[config.mk]
export PLATFORM = sky130hd
export DESIGN_NAME = pipe_stall_ctrl
export DESIGN_NICKNAME = d
export VERILOG_FILES = /design/src/rtl/pipe_stall_ctrl.sv
export SDC_FILE = /design/constraint.sdc
export NUM_CORES = 1
export LEC_CHECK = 0
export BUFFER_PORTS_ARGS = -buffer_cell sky130_fd_sc_hd__buf_2
export CAP_MARGIN = 25
export CORE_MARGIN = 3
export CORE_UTILIZATION = 45
export CTS_CLUSTER_SIZE = 20
export DETAILED_ROUTE_END_ITERATION = 8
export HOLD_SLACK_MARGIN = 0.03
export PLACE_DENSITY = 0.76
export SLEW_MARGIN = 5
export SYNTH_ARGS = -nofsm -noshare
export SYNTH_HDL_FRONTEND = slang
export SYNTH_SLANG_ARGS = --single-unit
[constraint.sdc]
create_clock -name clk -period 2.2 [get_ports clk]
set_clock_uncertainty 0.05 [all_clocks]
set_input_delay 0.11 -clock clk [delete_from_list [all_inputs] [get_ports clk]]
set_output_delay 0.11 -clock clk [all_outputs]
set_load 0.02 [all_outputs]
[src/rtl/pipe_stall_ctrl.sv]
// Pipeline stall controller.
// Freezes the front end on read-after-write and branch hazards, redirects
// the PC when a taken branch resolves, and counts stalled cycles. A sticky
// watchdog flag is raised if the pipe stays held for too long.
module pipe_stall_ctrl #(
  parameter int MAX_STALL = 64,
  parameter int CNT_W     = 32
) (
  input  logic             clk,
  input  logic             rst,
  input  logic             rw_stall,
  input  logic             jb_stall,
  input  logic             jb_resolve,
  input  logic             jb_taken,
  input  logic [31:0]      jb_target,
  input  logic             clr_stats,
  output logic             if_hold,
  output logic             dec_bubble,
  output logic             pc_load,
  output logic [31:0]      pc_load_addr,
  output logic             flush_if,
  output logic [CNT_W-1:0] stall_cnt,
  output logic             deadlock
);

  localparam int RUN_W = $clog2(MAX_STALL + 1);

  typedef enum logic [1:0] {
    RUN      = 2'd0,
    RW_WAIT  = 2'd1,
    JB_WAIT  = 2'd2,
    REDIRECT = 2'd3
  } state_t;

  state_t           state;
  state_t           state_next;
  logic             hold;
  logic             take_branch;
  logic [RUN_W-1:0] run_cnt;

  assign take_branch = (state == JB_WAIT) && jb_resolve && jb_taken;

  // Hold is combinational on the current inputs so the PC freezes in the same cycle the hazard appears
  always_comb begin
    hold = 1'b0;
    if (!rst && (state != REDIRECT)) begin
      hold = rw_stall || jb_stall || ((state == JB_WAIT) && !jb_resolve);
    end
  end

  assign if_hold    = hold;
  assign dec_bubble = hold;
  assign pc_load    = !rst && (state == REDIRECT);
  assign flush_if   = !rst && (state == REDIRECT);

  // Next-state logic; branch hazards take priority and REDIRECT lasts exactly one cycle
  always_comb begin
    state_next = state;
    unique case (state)
      RUN: begin
        if (jb_stall)      state_next = JB_WAIT;
        else if (rw_stall) state_next = RW_WAIT;
      end
      RW_WAIT: begin
        if (jb_stall)       state_next = JB_WAIT;
        else if (!rw_stall) state_next = RUN;
      end
      JB_WAIT: begin
        if (jb_resolve) state_next = jb_taken ? REDIRECT : RUN;
      end
      REDIRECT: begin
        state_next = RUN;
      end
      default: begin
        state_next = RUN;
      end
    endcase
  end

  // State register
  always_ff @(posedge clk) begin
    if (rst) state <= RUN;
    else     state <= state_next;
  end

  // Capture the redirect target only when a taken branch resolves while waiting on it
  always_ff @(posedge clk) begin
    if (rst)              pc_load_addr <= 32'h0;
    else if (take_branch) pc_load_addr <= jb_target;
  end

  // Cumulative stall counter; clear wins over increment and the count saturates instead of wrapping
  always_ff @(posedge clk) begin
    if (rst || clr_stats)                  stall_cnt <= '0;
    else if (hold && (stall_cnt != '1))    stall_cnt <= stall_cnt + CNT_W'(1);
  end

  // Length of the current unbroken hold run, saturating at the watchdog limit
  always_ff @(posedge clk) begin
    if (rst)                                    run_cnt <= '0;
    else if (!hold)                             run_cnt <= '0;
    else if (run_cnt != RUN_W'(MAX_STALL))      run_cnt <= run_cnt + RUN_W'(1);
  end

  // Sticky watchdog: set on the edge the run reaches the limit, only reset clears it
  always_ff @(posedge clk) begin
    if (rst)                                           deadlock <= 1'b0;
    else if (hold && (run_cnt == RUN_W'(MAX_STALL - 1))) deadlock <= 1'b1;
  end

endmodule

== Yosys cells after proc, flatten, opt, wreduce, memory -nomap -nowiden ==
Cells that the tools add are included.
Storage, ports and cells
  logic and storage cells: 41
  bits in registers: 74
  bits in latches: 0
  bits in read-only memories: 0
  memories kept: 0
  input bits: 39
  output and inout bits: 69
  RAM bits: 0
Cells by class
  multipliers: 0
  muxes and demuxes: 8
  $add $sub $neg: 2
  shifts and indexed selects: 0
  div/mod/pow operators: 0
  $lt $le $gt $ge: 0
  reductions and logical operators: 15
  equality and inequality tests: 10
  bitwise operators: 1
Operators with widths (number)
  adder 32 x 1 -> 32 bit, second input constant: 1
  inequality test 32 bit, second input constant: 1
  2-to-1 mux 2 bit: 6
  one-hot mux 2 bit (4 select lines): 1
  adder 7 x 1 -> 7 bit, second input constant: 1
  == test 7 x 6 -> 1 bit, second input constant: 1
  logical AND 1 bit: 7
  inequality test 7 bit, second input constant: 1
  inequality test 3 bit, second input constant: 2
  == test 2 bit, second input constant: 2
  inequality test 2 bit, second input constant: 2
  logical OR 1 bit: 3
  AND reduction 3 bit: 1
  == test 2 x 1 -> 1 bit, second input constant: 1
  zero test 1 bit: 2
  zero test 2 bit: 1
  OR reduction 2 bit: 1
  2-to-1 mux 1 bit: 1
  NOT 1 bit: 1

== Logic depth before layout (Yosys ltp) ==
  depth in word-level cells: 6
  mapped depth: 8
  gate-level depth less buffers: 7

== Least setup slack after synthesis ==
OpenSTA, ideal clock, no wires.
  path kind: reg-to-reg
  start: register stall_cnt[0]
  end: register stall_cnt[16]
  data arrival time: 2.280 ns
  cell stages (with the launch flop): 7
  data required time: 2.090 ns
  path buffers: 0
  setup slack: -0.189 ns
  period minus slack after synthesis: 2.389 ns
  setup time: 0.060 ns
  cell sequence: dfxtp_1 -> ha_1 -> nand3_4 -> or4_4 -> a211o_1 -> or4_1 -> nand2_1
Between the ends
  cells in the longest elaborated chain, start to end: 2
  elaborated cells between the ends (all ways): 3
  those cells by class: add/sub: 1; eq/ne: 1; reduce/logical: 1
RTL lines
  start: declaration: line 22  | output logic [CNT_W-1:0] stall_cnt,
  start signal: assignment: line 95  | else if (hold && (stall_cnt != '1)) stall_cnt <= stall_cnt + CNT_W'(1);
  parallel branches: the longest is 2 deep, another holds adder 32 x 1 -> 32 bit
Parallel ways; which one is timed is not known.
A chain may end at the register's enable or synchronous reset.

== Final worst setup path ==
  start: register stall_cnt[0]
  end: register stall_cnt[20]
The elaborated chain is that of the path after synthesis.

==> impl_metrics.json <==
{
  "status": "finished, final reports clean",
  "synthesis.area_um2": 3170,
  "setup_viol": 0,
  "cts_root_buf": "clkbuf_8",
  "r2r.worst_path.cells": 6,
  "final_common_cell": "buf_2",
  "antenna_left": 0,
  "crit_start": "stall_cnt[0]",
  "path_delay_family": "compound AO/OA/AOI/OAI gates",
  "io_pins": 108,
  "ys.flop_type": "dfxtp_1",
  "regArea_um2": 1500,
  "place_hpwl_mm": 5.84,
  "fin_setup_tns_ns": 0,
  "required_ns": 2.39,
  "h-tree-depth": 3,
  "fillCellCount": 567,
  "max_cap_violations": 0,
  "portBuffers": 107,
  "tightest_slew_ns": 0.666,
  "cp_slowest_stage_delay_ns": 0.48,
  "antenna_found_initial": 0,
  "grt_pass1_vias": 3241,
  "p_sw_share_pct": 26.7,
  "fmax_mhz": 476,
  "period_minus_slack_ns": 2.10,
  "syn_avg_cell_area_um2": 8.15,
  "grt_usage_pct": 22.4,
  "drc_errors": 0,
  "whs_ns": 0.104,
  "crit_path_end_kind": "flop",
  "path_cells": "ha_2 -> nand3_4 -> or4_4 -> a2111oi_4 -> a31oi_1 -> a41o_1",
  "syn-instance-count": 389,
  "gp_congestion": 0.782,
  "start_util_pct": 48.0,
  "crit_type": "flop to flop",
  "ys_ff_latch": 74,
  "layout_common_cells": "buf_2, nand2_1, dfxtp_1",
  "die_area_um2": 8090,
  "cts_made_buffers": 9,
  "hp-start": "jb_resolve",
  "worstHoldPathType": "input port to flop",
  "path_clk_slew_ns": 0.08,
  "rows": 29,
  "cts_tree": "yes",
  "finalHoldViolCount": 0,
  "viasPerCell": 5.37,
  "pwr-share-comb_pct": 9.7,
  "drtPass1Iterations": 4,
  "crit_fanout": 6,
  "cts.sinks": 74,
  "layout-drive-gt1-share_pct": 29.5,
  "grt_pass1_wl_mm": 15.1,
  "grt-ovfl-total": 0,
  "die_w_um": 90.0,
  "coreArea_um2": 6600,
  "synth_nets": 431,
  "final_max_slew_viol_count": 0,
  "synth.distinct_cells": 45,
  "syn_to_final_growth_pct": 39.4,
  "clockPowerShare_pct": 37.2,
  "synth_enable_flop_cells": 0,
  "finalWirelength_mm": 9.08,
  "ys_warn_count": 0,
  "internal-power_mw": 1.90,
  "vdd_drop_max_uv": 436,
  "synthArstFlopShare_pct": 0,
  "cp-start-kind": "flop",
  "die_y_um": 90.0,
  "nets": 576,
  "max_slew_margin_pct": 55.4,
  "crit_buf_inv": 0,
  "num_vias": 3398,
  "drt_iter0_drc": 151,
  "worstPathArrival_ns": 2.29,
  "reg2reg_from": "stall_cnt[0]",
  "clockBufferDepth": 2,
  "p_switching_mw": 0.691,
  "p_per_area_nw_per_um2": 586,
  "ys_seq_area_share_pct": 46.7,
  "slowest_stage": "a2111oi_4",
  "post_cts_buffers": 0,
  "hold_depth": 4,
  "cp_num_cells": 6,
  "rsz0062_at_grt": "no",
  "wl_per_cell_um": 14.3,
  "grt_max_degree": 44,
  "p_leak_nw": 1.78,
  "seq_power_share_pct": 53.1,
  "multi_input_area_um2": 1580,
  "clock_latency_ns": 0.36,
  "period_share_pct": 95.4
}
worst reg2reg max path, cell delays in order (launching register included):
cell and delay, ns:
dfxtp_4 0.38, ha_2 0.21, nand3_4 0.07, or4_4 0.46, a2111oi_4 0.48, a31oi_1 0.14, a41o_1 0.21
routing by layer:
layer	vias up	GRT usage [%]	share of wire, %
li1	1663	-	-
met5	-	0	0
met1	1582	27.2	42
met3	29	5.84	7.6
met4	0	11.7	3.4
met2	124	36.4	47
timing repair:
action	CTS	global route
endpoints found under the hold margin	34	0
setup endpoints to repair	0	6
resized for setup	0	6
hold buffers	34	0
layout make-up:
cell class	instances	area share [%]
diodes	1	0.0566
clock inverters	7	1.30
inverters	8	0.679
repair buffers	155	23.0
multi-input cells	286	35.7
flip-flops and latches	74	33.8
well taps	93	2.63
clock buffers	9	2.80
cell families (layout without fill, tap and decap cells):
family / Yosys count / in the layout / share of synthesized area [%]
simple gates: 179 / 179 / 27.7
mux: 1 / 1 / 0.316
flops: 74 / 74 / 46.7
xor+xnor: 9 / 9 / 2.49
compound gates: 94 / 94 / 17.8
fa+ha+maj: 3 / 3 / 1.18
buf+inv: 29 / 179 / 3.83
other cells: 0 / 1 / 0
cells in the mapped netlist (all sizes together) (4+ instances only):
cell type	number	area (um^2)
or3	11	70.1
nor2	24	90.1
nand4	6	37.5
a21oi	59	295
xor2	4	35.0
or4	14	110
buf	6	33.8
clkbuf	15	57.6
nand2	85	319
xnor2	5	43.8
dfxtp	74	1480
inv	8	30.0
o31ai	12	95.1
o21ai	11	55.1
nand3	18	103
power by group through the flow:
| stage | Combinational, mW | Sequential [mW] | Clock, mW |
|---|---|---|---|
| after floorplan | 0.0960 | 1.42 | 0 |
| after global placement | 0.195 | 1.40 | 0 |
| after detailed placement | 0.200 | 1.41 | 0 |
| after CTS | 0.247 | 1.38 | 0.992 |
| after global routing | 0.274 | 1.38 | 1.05 |
| final | 0.252 | 1.38 | 0.963 |
worst paths after layout:
path | to | slack (ns)
min | state[1] | 0.10
max | stall_cnt[20] | 0.10
min reg2reg | pc_load_addr[23] | 0.40
max reg2reg | stall_cnt[20] | 0.10
per-stage QoR:
step           area, um^2  worst slack [ns]  cells  util (%)  power (mW)
6_report             4420             0.100    633      66.9        2.59
5_1_grt              4420           0.00272    632      66.9        2.71
4_1_cts              4410            0.0882    632      66.7        2.62
3_5_place_dp         3880             0.101    582      58.8        1.61
3_3_place_gp         3880             0.139    582      58.8        1.60
2_1_floorplan        3180           0.00694    389         -        1.52
state kept, by name, indices dropped and copies added, names as in the netlist:
name and count:
deadlock 1, stall_cnt 32, pc_load_addr 32, state 2, run_cnt 7
Note: power is estimated with default switching activity, not from simulation.
